===== src/rtl/dbg_chain_arbiter_pkg.sv =====
`default_nettype none
// +----------------------------------------------------------------------+
// | dbg_arb_pkg : shared types and constants for dbg_chain_arbiter        |
// | Revision    : 1.0                                                     |
// +----------------------------------------------------------------------+
package dbg_arb_pkg;

    typedef enum logic [2:0] {
        IDLE     = 3'd0,
        HDR_FLAG = 3'd1,
        HDR_SEL  = 3'd2,
        ROUTE    = 3'd3,
        DISCARD  = 3'd4
    } arb_state_e;

    localparam logic HDR_SELECT = 1'b1;
    localparam logic HDR_ROUTE  = 1'b0;

    function automatic int sel_width(input int n);
        return (n > 1) ? $clog2(n) : 1;
    endfunction

endpackage
`default_nettype wire


===== src/rtl/dbg_chain_arbiter_if.sv =====
`default_nettype none
// +----------------------------------------------------------------------+
// | dbg_chain_arbiter_if : TAP-side strobes and per-target serial links   |
// | Revision             : 1.0                                            |
// +----------------------------------------------------------------------+
interface dbg_chain_arbiter_if #(
    parameter int NTARGETS = 3
);
    import dbg_arb_pkg::*;

    localparam int SEL_W = sel_width(NTARGETS);

    logic                tap_TestLogicReset;
    logic                tap_CaptureDR;
    logic                tap_ShiftDR;
    logic                tap_PauseDR;
    logic                tap_UpdateDR;
    logic                dbg_sel;
    logic                dbg_tdi;
    logic                dbg_tdo;
    logic                tgt_tdi;
    logic [NTARGETS-1:0] tgt_tdo;
    logic [NTARGETS-1:0] tgt_capture;
    logic [NTARGETS-1:0] tgt_shift;
    logic [NTARGETS-1:0] tgt_update;
    logic [SEL_W-1:0]    cur_sel;
    logic                sel_err;

    modport master (
        output tap_TestLogicReset, tap_CaptureDR, tap_ShiftDR, tap_PauseDR,
               tap_UpdateDR, dbg_sel, dbg_tdi, tgt_tdo,
        input  dbg_tdo, tgt_tdi, tgt_capture, tgt_shift, tgt_update,
               cur_sel, sel_err
    );

    modport slave (
        input  tap_TestLogicReset, tap_CaptureDR, tap_ShiftDR, tap_PauseDR,
               tap_UpdateDR, dbg_sel, dbg_tdi, tgt_tdo,
        output dbg_tdo, tgt_tdi, tgt_capture, tgt_shift, tgt_update,
               cur_sel, sel_err
    );

endinterface
`default_nettype wire


===== src/rtl/dbg_chain_arbiter.sv =====
`default_nettype none
// +----------------------------------------------------------------------+
// | dbg_chain_arbiter : header-driven sharing of one TAP DR chain         |
// | Revision          : 1.0                                               |
// +----------------------------------------------------------------------+
module dbg_chain_arbiter
    import dbg_arb_pkg::*;
#(
    parameter int NTARGETS = 3
) (
    input  wire                 tap_tck,
    input  wire                 jtag_trstn,
    dbg_chain_arbiter_if.slave  bus
);

    localparam int SEL_W   = sel_width(NTARGETS);
    localparam int c_cnt_w = sel_width(SEL_W + 1);
    localparam logic [SEL_W:0] c_ntargets = (SEL_W + 1)'(NTARGETS);

    arb_state_e         r_state,      w_state_nxt;
    logic [SEL_W-1:0]   r_cur_sel,    w_cur_sel_nxt;
    logic               r_sel_err,    w_sel_err_nxt;
    logic [SEL_W:0]     r_status_sr,  w_status_sr_nxt;
    logic [SEL_W-1:0]   r_new_sel,    w_new_sel_nxt;
    logic [c_cnt_w-1:0] r_bit_cnt,    w_bit_cnt_nxt;
    logic               r_cap,        w_cap_nxt;

    logic [SEL_W:0]      w_status_shift;
    logic                w_route;
    logic [NTARGETS-1:0] w_capture;
    logic [NTARGETS-1:0] w_shift;
    logic [NTARGETS-1:0] w_update;

    assign w_status_shift = {1'b0, r_status_sr[SEL_W:1]};
    assign w_route        = (r_state == ROUTE);

    always_ff @(posedge tap_tck) begin
        if (!jtag_trstn) begin
            r_state     <= IDLE;
            r_cur_sel   <= '0;
            r_sel_err   <= 1'b0;
            r_status_sr <= '0;
            r_new_sel   <= '0;
            r_bit_cnt   <= '0;
            r_cap       <= 1'b0;
        end else begin
            r_state     <= w_state_nxt;
            r_cur_sel   <= w_cur_sel_nxt;
            r_sel_err   <= w_sel_err_nxt;
            r_status_sr <= w_status_sr_nxt;
            r_new_sel   <= w_new_sel_nxt;
            r_bit_cnt   <= w_bit_cnt_nxt;
            r_cap       <= w_cap_nxt;
        end
    end

    always_comb begin
        w_state_nxt     = r_state;
        w_cur_sel_nxt   = r_cur_sel;
        w_sel_err_nxt   = r_sel_err;
        w_status_sr_nxt = r_status_sr;
        w_new_sel_nxt   = r_new_sel;
        w_bit_cnt_nxt   = r_bit_cnt;
        w_cap_nxt       = 1'b0;

        if (bus.tap_TestLogicReset) begin
            w_state_nxt     = IDLE;
            w_cur_sel_nxt   = '0;
            w_sel_err_nxt   = 1'b0;
            w_status_sr_nxt = '0;
            w_new_sel_nxt   = '0;
            w_bit_cnt_nxt   = '0;
        end else if (r_state != IDLE && !bus.dbg_sel) begin
            w_state_nxt = IDLE;
        end else if (r_state != IDLE && bus.tap_UpdateDR) begin
            // Commit point: only a fully received index may change the route.
            w_state_nxt = IDLE;
            case (r_state)
                DISCARD: begin
                    if ({1'b0, r_new_sel} < c_ntargets) begin
                        w_cur_sel_nxt = r_new_sel;
                        w_sel_err_nxt = 1'b0;
                    end else begin
                        w_sel_err_nxt = 1'b1;
                    end
                end
                HDR_SEL: w_sel_err_nxt = 1'b1;
                default: ;
            endcase
        end else if (!bus.tap_PauseDR) begin
            case (r_state)
                IDLE: begin
                    if (bus.tap_CaptureDR && bus.dbg_sel && !bus.tap_UpdateDR) begin
                        w_status_sr_nxt = {r_cur_sel, r_sel_err};
                        w_state_nxt     = HDR_FLAG;
                    end
                end
                HDR_FLAG: begin
                    if (bus.tap_ShiftDR) begin
                        w_status_sr_nxt = w_status_shift;
                        if (bus.dbg_tdi == HDR_SELECT) begin
                            w_bit_cnt_nxt = '0;
                            w_state_nxt   = HDR_SEL;
                        end else begin
                            w_cap_nxt   = 1'b1;
                            w_state_nxt = ROUTE;
                        end
                    end
                end
                HDR_SEL: begin
                    if (bus.tap_ShiftDR) begin
                        w_new_sel_nxt   = (r_new_sel >> 1) | (SEL_W'(bus.dbg_tdi) << (SEL_W - 1));
                        w_bit_cnt_nxt   = r_bit_cnt + c_cnt_w'(1);
                        w_status_sr_nxt = w_status_shift;
                        if (r_bit_cnt == c_cnt_w'(SEL_W - 1)) begin
                            w_state_nxt = DISCARD;
                        end
                    end
                end
                DISCARD: begin
                    if (bus.tap_ShiftDR) begin
                        w_status_sr_nxt = w_status_shift;
                    end
                end
                ROUTE:   ;
                default: w_state_nxt = IDLE;
            endcase
        end
    end

    always_comb begin
        w_capture = '0;
        w_shift   = '0;
        w_update  = '0;
        if (r_cap) begin
            w_capture[r_cur_sel] = 1'b1;
        end
        if (w_route) begin
            w_shift[r_cur_sel]  = bus.tap_ShiftDR;
            w_update[r_cur_sel] = bus.tap_UpdateDR;
        end
    end

    assign bus.tgt_capture = w_capture;
    assign bus.tgt_shift   = w_shift;
    assign bus.tgt_update  = w_update;
    assign bus.tgt_tdi     = bus.dbg_tdi;
    assign bus.dbg_tdo     = w_route ? bus.tgt_tdo[r_cur_sel] : r_status_sr[0];
    assign bus.cur_sel     = r_cur_sel;
    assign bus.sel_err     = r_sel_err;

endmodule
`default_nettype wire


===== src/flat_wrapper.sv =====
// flat-port wrapper written by rule: the top's interface ports become plain ports
module dbg_chain_arbiter_flat import dbg_arb_pkg::*;
#(
    parameter int NTARGETS = 3
)
  (tap_tck, jtag_trstn, bus_tap_TestLogicReset, bus_tap_CaptureDR, bus_tap_ShiftDR, bus_tap_PauseDR, bus_tap_UpdateDR, bus_dbg_sel, bus_dbg_tdi, bus_tgt_tdo, bus_dbg_tdo, bus_tgt_tdi, bus_tgt_capture, bus_tgt_shift, bus_tgt_update, bus_cur_sel, bus_sel_err);
  dbg_chain_arbiter_if #(.NTARGETS(NTARGETS)) bus_i ();
  input  wire tap_tck;
  input  wire jtag_trstn;
  input wire logic [$bits(bus_i.tap_TestLogicReset)-1:0] bus_tap_TestLogicReset;
  input wire logic [$bits(bus_i.tap_CaptureDR)-1:0] bus_tap_CaptureDR;
  input wire logic [$bits(bus_i.tap_ShiftDR)-1:0] bus_tap_ShiftDR;
  input wire logic [$bits(bus_i.tap_PauseDR)-1:0] bus_tap_PauseDR;
  input wire logic [$bits(bus_i.tap_UpdateDR)-1:0] bus_tap_UpdateDR;
  input wire logic [$bits(bus_i.dbg_sel)-1:0] bus_dbg_sel;
  input wire logic [$bits(bus_i.dbg_tdi)-1:0] bus_dbg_tdi;
  input wire logic [$bits(bus_i.tgt_tdo)-1:0] bus_tgt_tdo;
  output wire logic [$bits(bus_i.dbg_tdo)-1:0] bus_dbg_tdo;
  output wire logic [$bits(bus_i.tgt_tdi)-1:0] bus_tgt_tdi;
  output wire logic [$bits(bus_i.tgt_capture)-1:0] bus_tgt_capture;
  output wire logic [$bits(bus_i.tgt_shift)-1:0] bus_tgt_shift;
  output wire logic [$bits(bus_i.tgt_update)-1:0] bus_tgt_update;
  output wire logic [$bits(bus_i.cur_sel)-1:0] bus_cur_sel;
  output wire logic [$bits(bus_i.sel_err)-1:0] bus_sel_err;
  assign bus_i.tap_TestLogicReset = bus_tap_TestLogicReset;
  assign bus_i.tap_CaptureDR = bus_tap_CaptureDR;
  assign bus_i.tap_ShiftDR = bus_tap_ShiftDR;
  assign bus_i.tap_PauseDR = bus_tap_PauseDR;
  assign bus_i.tap_UpdateDR = bus_tap_UpdateDR;
  assign bus_i.dbg_sel = bus_dbg_sel;
  assign bus_i.dbg_tdi = bus_dbg_tdi;
  assign bus_i.tgt_tdo = bus_tgt_tdo;
  assign bus_dbg_tdo = bus_i.dbg_tdo;
  assign bus_tgt_tdi = bus_i.tgt_tdi;
  assign bus_tgt_capture = bus_i.tgt_capture;
  assign bus_tgt_shift = bus_i.tgt_shift;
  assign bus_tgt_update = bus_i.tgt_update;
  assign bus_cur_sel = bus_i.cur_sel;
  assign bus_sel_err = bus_i.sel_err;
  dbg_chain_arbiter #(.NTARGETS(NTARGETS)) u_core (.tap_tck(tap_tck), .jtag_trstn(jtag_trstn), .bus(bus_i));
endmodule

===== config.mk =====
export PLATFORM = sky130hd
export DESIGN_NAME = dbg_chain_arbiter_flat
export DESIGN_NICKNAME = d
export VERILOG_FILES = /design/src/rtl/dbg_chain_arbiter_pkg.sv /design/src/rtl/dbg_chain_arbiter_if.sv /design/src/rtl/dbg_chain_arbiter.sv /design/src/flat_wrapper.sv
export SDC_FILE = /design/constraint.sdc
export NUM_CORES = 1
export LEC_CHECK = 0
export BUFFER_PORTS_ARGS = -buffer_cell sky130_fd_sc_hd__buf_2
export CAP_MARGIN = 20
export CORE_MARGIN = 5
export CORE_UTILIZATION = 54
export DETAILED_ROUTE_END_ITERATION = 8
export HOLD_SLACK_MARGIN = 0.02
export PLACE_DENSITY = 0.84
export SLEW_MARGIN = 20
export SYNTH_ARGS = -nofsm -noshare
export SYNTH_HDL_FRONTEND = slang
export SYNTH_SLANG_ARGS = --single-unit

===== constraint.sdc =====
create_clock -name tap_tck -period 3.3 [get_ports tap_tck]
set_input_delay 0.99 -clock tap_tck [delete_from_list [all_inputs] [get_ports tap_tck]]
set_output_delay 0.99 -clock tap_tck [all_outputs]
set_load 0.005 [all_outputs]

After elaboration in Yosys (flattened, before gate mapping)
Index checks and enable logic that the tools add are counted.
{"block": "op_classes", "eq_ne": 11, "add_sub_neg": 1, "mux": 24, "n_reduce_logical": 23, "n_lt_le_gt_ge": 3, "bitwise": 10}
{"op": "two-way mux 3 bit", "count": 9}
{"op": "one-hot mux 3 bit (4 select lines)", "count": 1}
{"op": "AND reduction 6 bit", "count": 2}
{"op": "NOT 1 bit", "count": 7}
{"op": "AND reduction 7 bit", "count": 1}
{"op": "OR reduction 7 bit", "count": 1}
{"op": "AND 3 bit", "count": 2}
{"op": "== test 3 x 2 -> 1 bit (second input constant)", "count": 2}
{"op": "two-way mux 1 bit", "count": 6}
{"op": "two-way mux 2 bit", "count": 3}
{"op": "inequality test 2 x 1 -> 1 bit (second input constant)", "count": 3}
{"op": "inequality test 2 bit (second input constant)", "count": 3}
{"op": "one-hot mux 3 bit (2 select lines)", "count": 1}
{"op": "nonzero test 2 bit", "count": 3}
{"op": "logical AND 1 bit", "count": 5}
{"op": "AND reduction 5 bit", "count": 1}
{"op": "one-hot mux 2 bit (2 select lines)", "count": 1}
{"op": "AND reduction 4 bit", "count": 1}
{"op": "OR reduction 2 bit", "count": 2}
{"op": "OR reduction 4 bit", "count": 1}
{"op": "== test 3 x 1 -> 1 bit (second input constant)", "count": 1}
{"op": "== test 3 bit (second input constant)", "count": 1}
{"op": "zero test 3 bit", "count": 1}
{"op": "less-than comparator 2 x 3 -> 1 bit (second input constant)", "count": 1}
{"op": "12 further kinds", "count": 13}
{"block": "word_totals", "register_bits": 14, "out_inout_bits": 14, "wordCells": 79}

Depth between registers and ports, before layout
{"block": "logic_depth", "ltp_word": 6, "depth_mapped": 6, "depth_no_buf": 6}

Worst setup path after synthesis
OpenSTA, ideal clock, no wires.
{"block": "synth_timing", "kind": "input-to-output", "startpoint": "input port bus_tgt_tdo[2]", "endpoint": "output port bus_dbg_tdo", "n_path_buf": 0, "slack_ns": 0.918, "t_required_ns": 2.310, "arrival_time_ns": 1.392, "path_stages": 3, "path_cell_list": "mux2i_1 o22a_1 a31oi_1"}
{"block": "synth_via", "elab_chain_cells": 3}
{"element": "start: declaration", "line_no": "flat_wrapper.sv:17", "rtl": "input wire logic [$bits(bus_i.tgt_tdo)-1:0] bus_tgt_tdo;"}
{"element": "binary-select mux 1 bit (select 2 bit)", "line_no": "dbg_chain_arbiter.sv:148", "rtl": "assign bus.dbg_tdo = w_route ? bus.tgt_tdo[r_cur_sel] : r_status_sr[0];"}
{"element": "two-way mux 1 bit (not written as such)", "line_no": "dbg_chain_arbiter.sv:148"}
{"element": "two-way mux 1 bit", "line_no": "dbg_chain_arbiter.sv:148"}
{"element": "end: declaration", "line_no": "flat_wrapper.sv:18", "rtl": "output wire logic [$bits(bus_i.dbg_tdo)-1:0] bus_dbg_tdo;"}
Every way passes these cells. The select of a mux whose other input is x is not followed.

Worst setup path after layout
{"block": "layout_timing", "startpoint": "register u_core.r_state[1]", "endpoint": "output port bus_tgt_shift[0]"}
{"block": "layout_via", "elab_chain_cells": 2}
{"element": "start: declaration", "line_no": "dbg_chain_arbiter.sv:20", "rtl": "arb_state_e r_state, w_state_nxt;"}
{"element": "start signal: assignment", "line_no": "dbg_chain_arbiter.sv:47", "rtl": "r_state <= w_state_nxt;"}
{"element": "== test 3 x 2 -> 1 bit", "line_no": "dbg_chain_arbiter.sv:35", "rtl": "assign w_route = (r_state == ROUTE);"}
{"element": "two-way mux 3 bit", "line_no": "dbg_chain_arbiter.sv:138", "rtl": "if (w_route) begin"}
{"element": "end: declaration", "line_no": "flat_wrapper.sv:21", "rtl": "output wire logic [$bits(bus_i.tgt_shift)-1:0] bus_tgt_shift;"}
Every way passes these cells.

==> impl_summary.txt <==
----------------------------------------------------
[CTS]
  TritonCTS buffer count ... 3
  Hold-fix buffers, CTS ... 0
  Source-to-sink clock delay at the later pin of the worst-skew pair ... 0.28 ns
  Buffers from clock root to sink, at most ... 2
  Clock transition at the registers of the reported paths ... about 0.09 ns
  Quantity of gates resized following cts ... 0
  CTS H-tree depth ... 1
  CTS Root Buffer Type ... sky130_fd_sc_hd__clkbuf_4
  # clock sinks ... 14
  CTS tree ... yes
  Postcts setup bufs ... 0

[Setup path]
  Maximum fanout along the worst path ... 14
  Cell at the slowest stage of the critical path ... sky130_fd_sc_hd__dfxtp_1
  Register-to-register setup slack ... 1.48 ns
  Family with the most delay on the worst path ... simple AND/OR/NAND/NOR gates
  Total buffers and inverters traversed by the critical path ... 1
  Kind of start point of the critical path ... flop
  WS Path Type ... flop to output pin
  Crit-path max cell delay ... about 0.60 ns
  List of cells traversed by the critical path ... nor2b_1 > nand3_1 > nor3_1 > buf_2
  Worst Path Arrival ... 1.81 ns
  Required @ worst endpoint ... 2.31 ns
  Sort of element at the end of the critical path ... output pin

[Die]
  Die height ... between 50 and 60 µm
  # IOs ... 26
  Area of the placeable core ... approximately 1600 µm²
  Die Span X ... just over 50 µm
  Row count ... 14
  Effective utilization at floorplan ... between 50% and 60%
  Area of the die ... around 2600 µm²

[Synthesis]
  Distinct cells, synth ... 39
  Gate count of the mapped netlist ... roughly 120
  Number of enable-type register cells in the synthesized netlist ... 0
  Adder-cell share of the synthesized area ... approximately 1.4%
  Flop and latch count out of synthesis ... 14
  Mapped Area ... roughly 920 µm²
  Most instantiated library cell after synthesis ... sky130_fd_sc_hd__nor2_1
  Simple-gate area share of the yosys netlist ... 31.3%
  Mux contribution to synthesized area ... roughly a tenth
  Combinational family with the most area after synthesis ... simple AND/OR/NAND/NOR gates
  Commonest register cell after synthesis ... sky130_fd_sc_hd__dfxtp_1
  Sequential element share of the synthesized area ... 30.6%
  Synth cell count leaders ... sky130_fd_sc_hd__nor2_1, sky130_fd_sc_hd__dfxtp_1, sky130_fd_sc_hd__mux2i_1
  Synthesized area per cell ... ~8 µm²
  Mapped Nets ... 128
  Ys async rst share ... 0%
  Compound-cell area share of the yosys netlist ... 19.8%
  Yosys warns ... 0
  Post-synthesis cell type with the largest combined area ... sky130_fd_sc_hd__dfxtp_1
  Post-synth top area share ... a little under a third
  Ranking of synthesized cells by area ... sky130_fd_sc_hd__dfxtp_1, sky130_fd_sc_hd__mux2i_1, sky130_fd_sc_hd__nor2_1
  Xor/xnor share of the synthesized area ... 0.956%

[Power and ir drop]
  Total power divided by cell area ... around 300 nW/µm²
  Worst vdd rail ir drop ... 0.000202 V
  Leak Pwr ... 0.429 nW

[GRT]
  Antenna violations before repair ... 0
  Number of global-route vias before repair ... between 800 and 900
  Global-route usage over all layers ... 18.5%
  First-pass GRT wire length ... 3710 µm
  Remaining global-route overflow ... 0
  Maximum number of pins on one net before global-route repair ... 17

[Detailed routing]
  First drt pass iteration count ... 4
  Number of vias per cell after detailed routing ... around 6
  Detail Route Antenna Nets ... 0
  Wire length per cell ... about 14 µm
  Via count of the routed design ... 929
  Drt total wl ... 2220 µm
  Total DRC errors in the routed layout ... 0
  Number of design-rule violations left by the first detailed-router iteration ... 35

[Final layout]
  Fraction of layout cells with a size suffix above 1 ... 27.0%
  Final std cells w/o fill ... 153
  Filler cell count in the final layout ... 136
  Area growth from synthesis to layout ... 15.4%
  Number of nets at the end of the flow ... 151
  Area of all placed cells without fillers ... 1060 µm²
  Core Util, Final ... 67.8%
  N_diodes ... 0

[Timing]
  Relative max-transition margin ... slightly below 60%
  Post-route clock skew ... 0.00167 ns
  Min Clock Period, post-route ... 2.80 ns
  Pins over their slew limit ... 0
  Setup repair after global routing missed its margin ... no
  Slew at the pin closest to its max-slew limit ... 0.616 ns
  Fin Hold WS ... 0.486 ns
  Final number of setup-violating endpoints ... 0
  Upper clock frequency limit ... between 0.3 and 0.4 GHz
  Ratio of final minimum period to clock period ... 84.8%
  Number of endpoints with negative hold slack in the final report ... 0
  Setup_tns ... 0 ns

[Place]
  Instance area at placement ... 1020 µm²
  Routability congestion estimate ... 0.838
  DP Wirelength ... between 1500 and 2000 µm
  Number of input and output port buffers inserted ... 25
  Cells after DPL ... 149

[Hold path]
  Classification of the worst-slack hold path ... flop to flop

[Run]
  Max capacitance violation total ... 0

[Outcome]
  Result of the run ... finished, final reports clean

----------------------------------------------------
## per-stage QoR
stage	worst slack (ns)	total power [mW]
4_1_cts	0.521	0.325
5_1_grt	0.356	0.335
2_1_floorplan	0.918	0.187
6_report	0.501	0.323
3_3_place_gp	0.748	0.198
3_5_place_dp	0.702	0.199
## power breakdown
part | switching, mW | internal (mW)
logic | 0.0155 | 0.0106
clock network | 0.0601 | 0.0672
registers | 0.000906 | 0.169
total | 0.0765 | 0.247
## worst min-delay path: cells and delay by family, from the launching register on
kind          cells  cell delay (ns)
flops             1             0.33
simple gates      1             0.06
mux               1             0.06
## kinds of logic (layout without fill, tap and decap cells)
| family | count (synthesis) | after routing |
|---|---|---|
| AND/OR/NAND/NOR | 54 | 54 |
| AO/OA/AOI/OAI | 25 | 25 |
| flip-flops | 14 | 14 |
| buffers and inverters | 11 | 33 |
| multiplexers | 9 | 9 |
| adder cells (fa/ha/maj) | 1 | 1 |
| XOR/XNOR | 1 | 1 |
## state kept, by name, summed over array words and instances, names as in the netlist
signal and count:
u_core.r_state 3, u_core.bus.cur_sel 2, u_core.bus.sel_err 1, u_core.r_new_sel 2
u_core.r_cap 1, u_core.r_bit_cnt 2, u_core.r_status_sr 3
## path summary, 6_finish.rpt
path                              start               endpoint  depth (start not counted)
hold reg to reg   u_core.r_status_sr[2]  u_core.r_status_sr[2]                          2
setup reg to reg      u_core.r_state[1]    u_core.r_bit_cnt[0]                          4
hold / removal    u_core.r_status_sr[2]  u_core.r_status_sr[2]                          2
setup / recovery      u_core.r_state[1]       bus_tgt_shift[0]                          4
## metal layers
layer | vias to the layer above | track usage [%] | routed length (µm)
li1 | 461 | - | -
met1 | 426 | 22.8 | 977
met2 | 38 | 31.8 | 1030
met3 | 4 | 2.33 | 184
met4 | 0 | 8.52 | 25
met5 | - | 0 | 0
## layout by cell type, fill, tap and decap left out, types with 2 or more instances in the layout
master / netlist / final
sky130_fd_sc_hd__a21oi_1: 6 / 6
sky130_fd_sc_hd__nor2b_1: 2 / 2
sky130_fd_sc_hd__clkbuf_4: 0 / 3
sky130_fd_sc_hd__nand2b_1: 7 / 7
sky130_fd_sc_hd__nor2_1: 18 / 18
sky130_fd_sc_hd__nand2_1: 4 / 4
sky130_fd_sc_hd__nor3_1: 4 / 4
sky130_fd_sc_hd__dfxtp_1: 14 / 14
sky130_fd_sc_hd__nand3_1: 7 / 7
sky130_fd_sc_hd__buf_2: 2 / 25
sky130_fd_sc_hd__nand4_1: 3 / 3
sky130_fd_sc_hd__o21ai_0: 4 / 4
sky130_fd_sc_hd__o211ai_1: 2 / 2
sky130_fd_sc_hd__a211o_1: 2 / 2
sky130_fd_sc_hd__mux2i_1: 8 / 8
sky130_fd_sc_hd__nand3b_1: 2 / 2
sky130_fd_sc_hd__inv_1: 4 / 4
sky130_fd_sc_hd__o221a_2: 2 / 2
## area by class of cell
class                      count  area (µm²)  share of cell area [%]
inverter                       4        15.0                    1.42
multi-input combinational     90         581                    54.9
tap                           16        20.0                    1.89
timing repair buffer          25         125                    11.8
clock buffer                   4        36.3                    3.43
sequential                    14         280                    26.5
No activity file was read; power rests on OpenSTA's default activity.
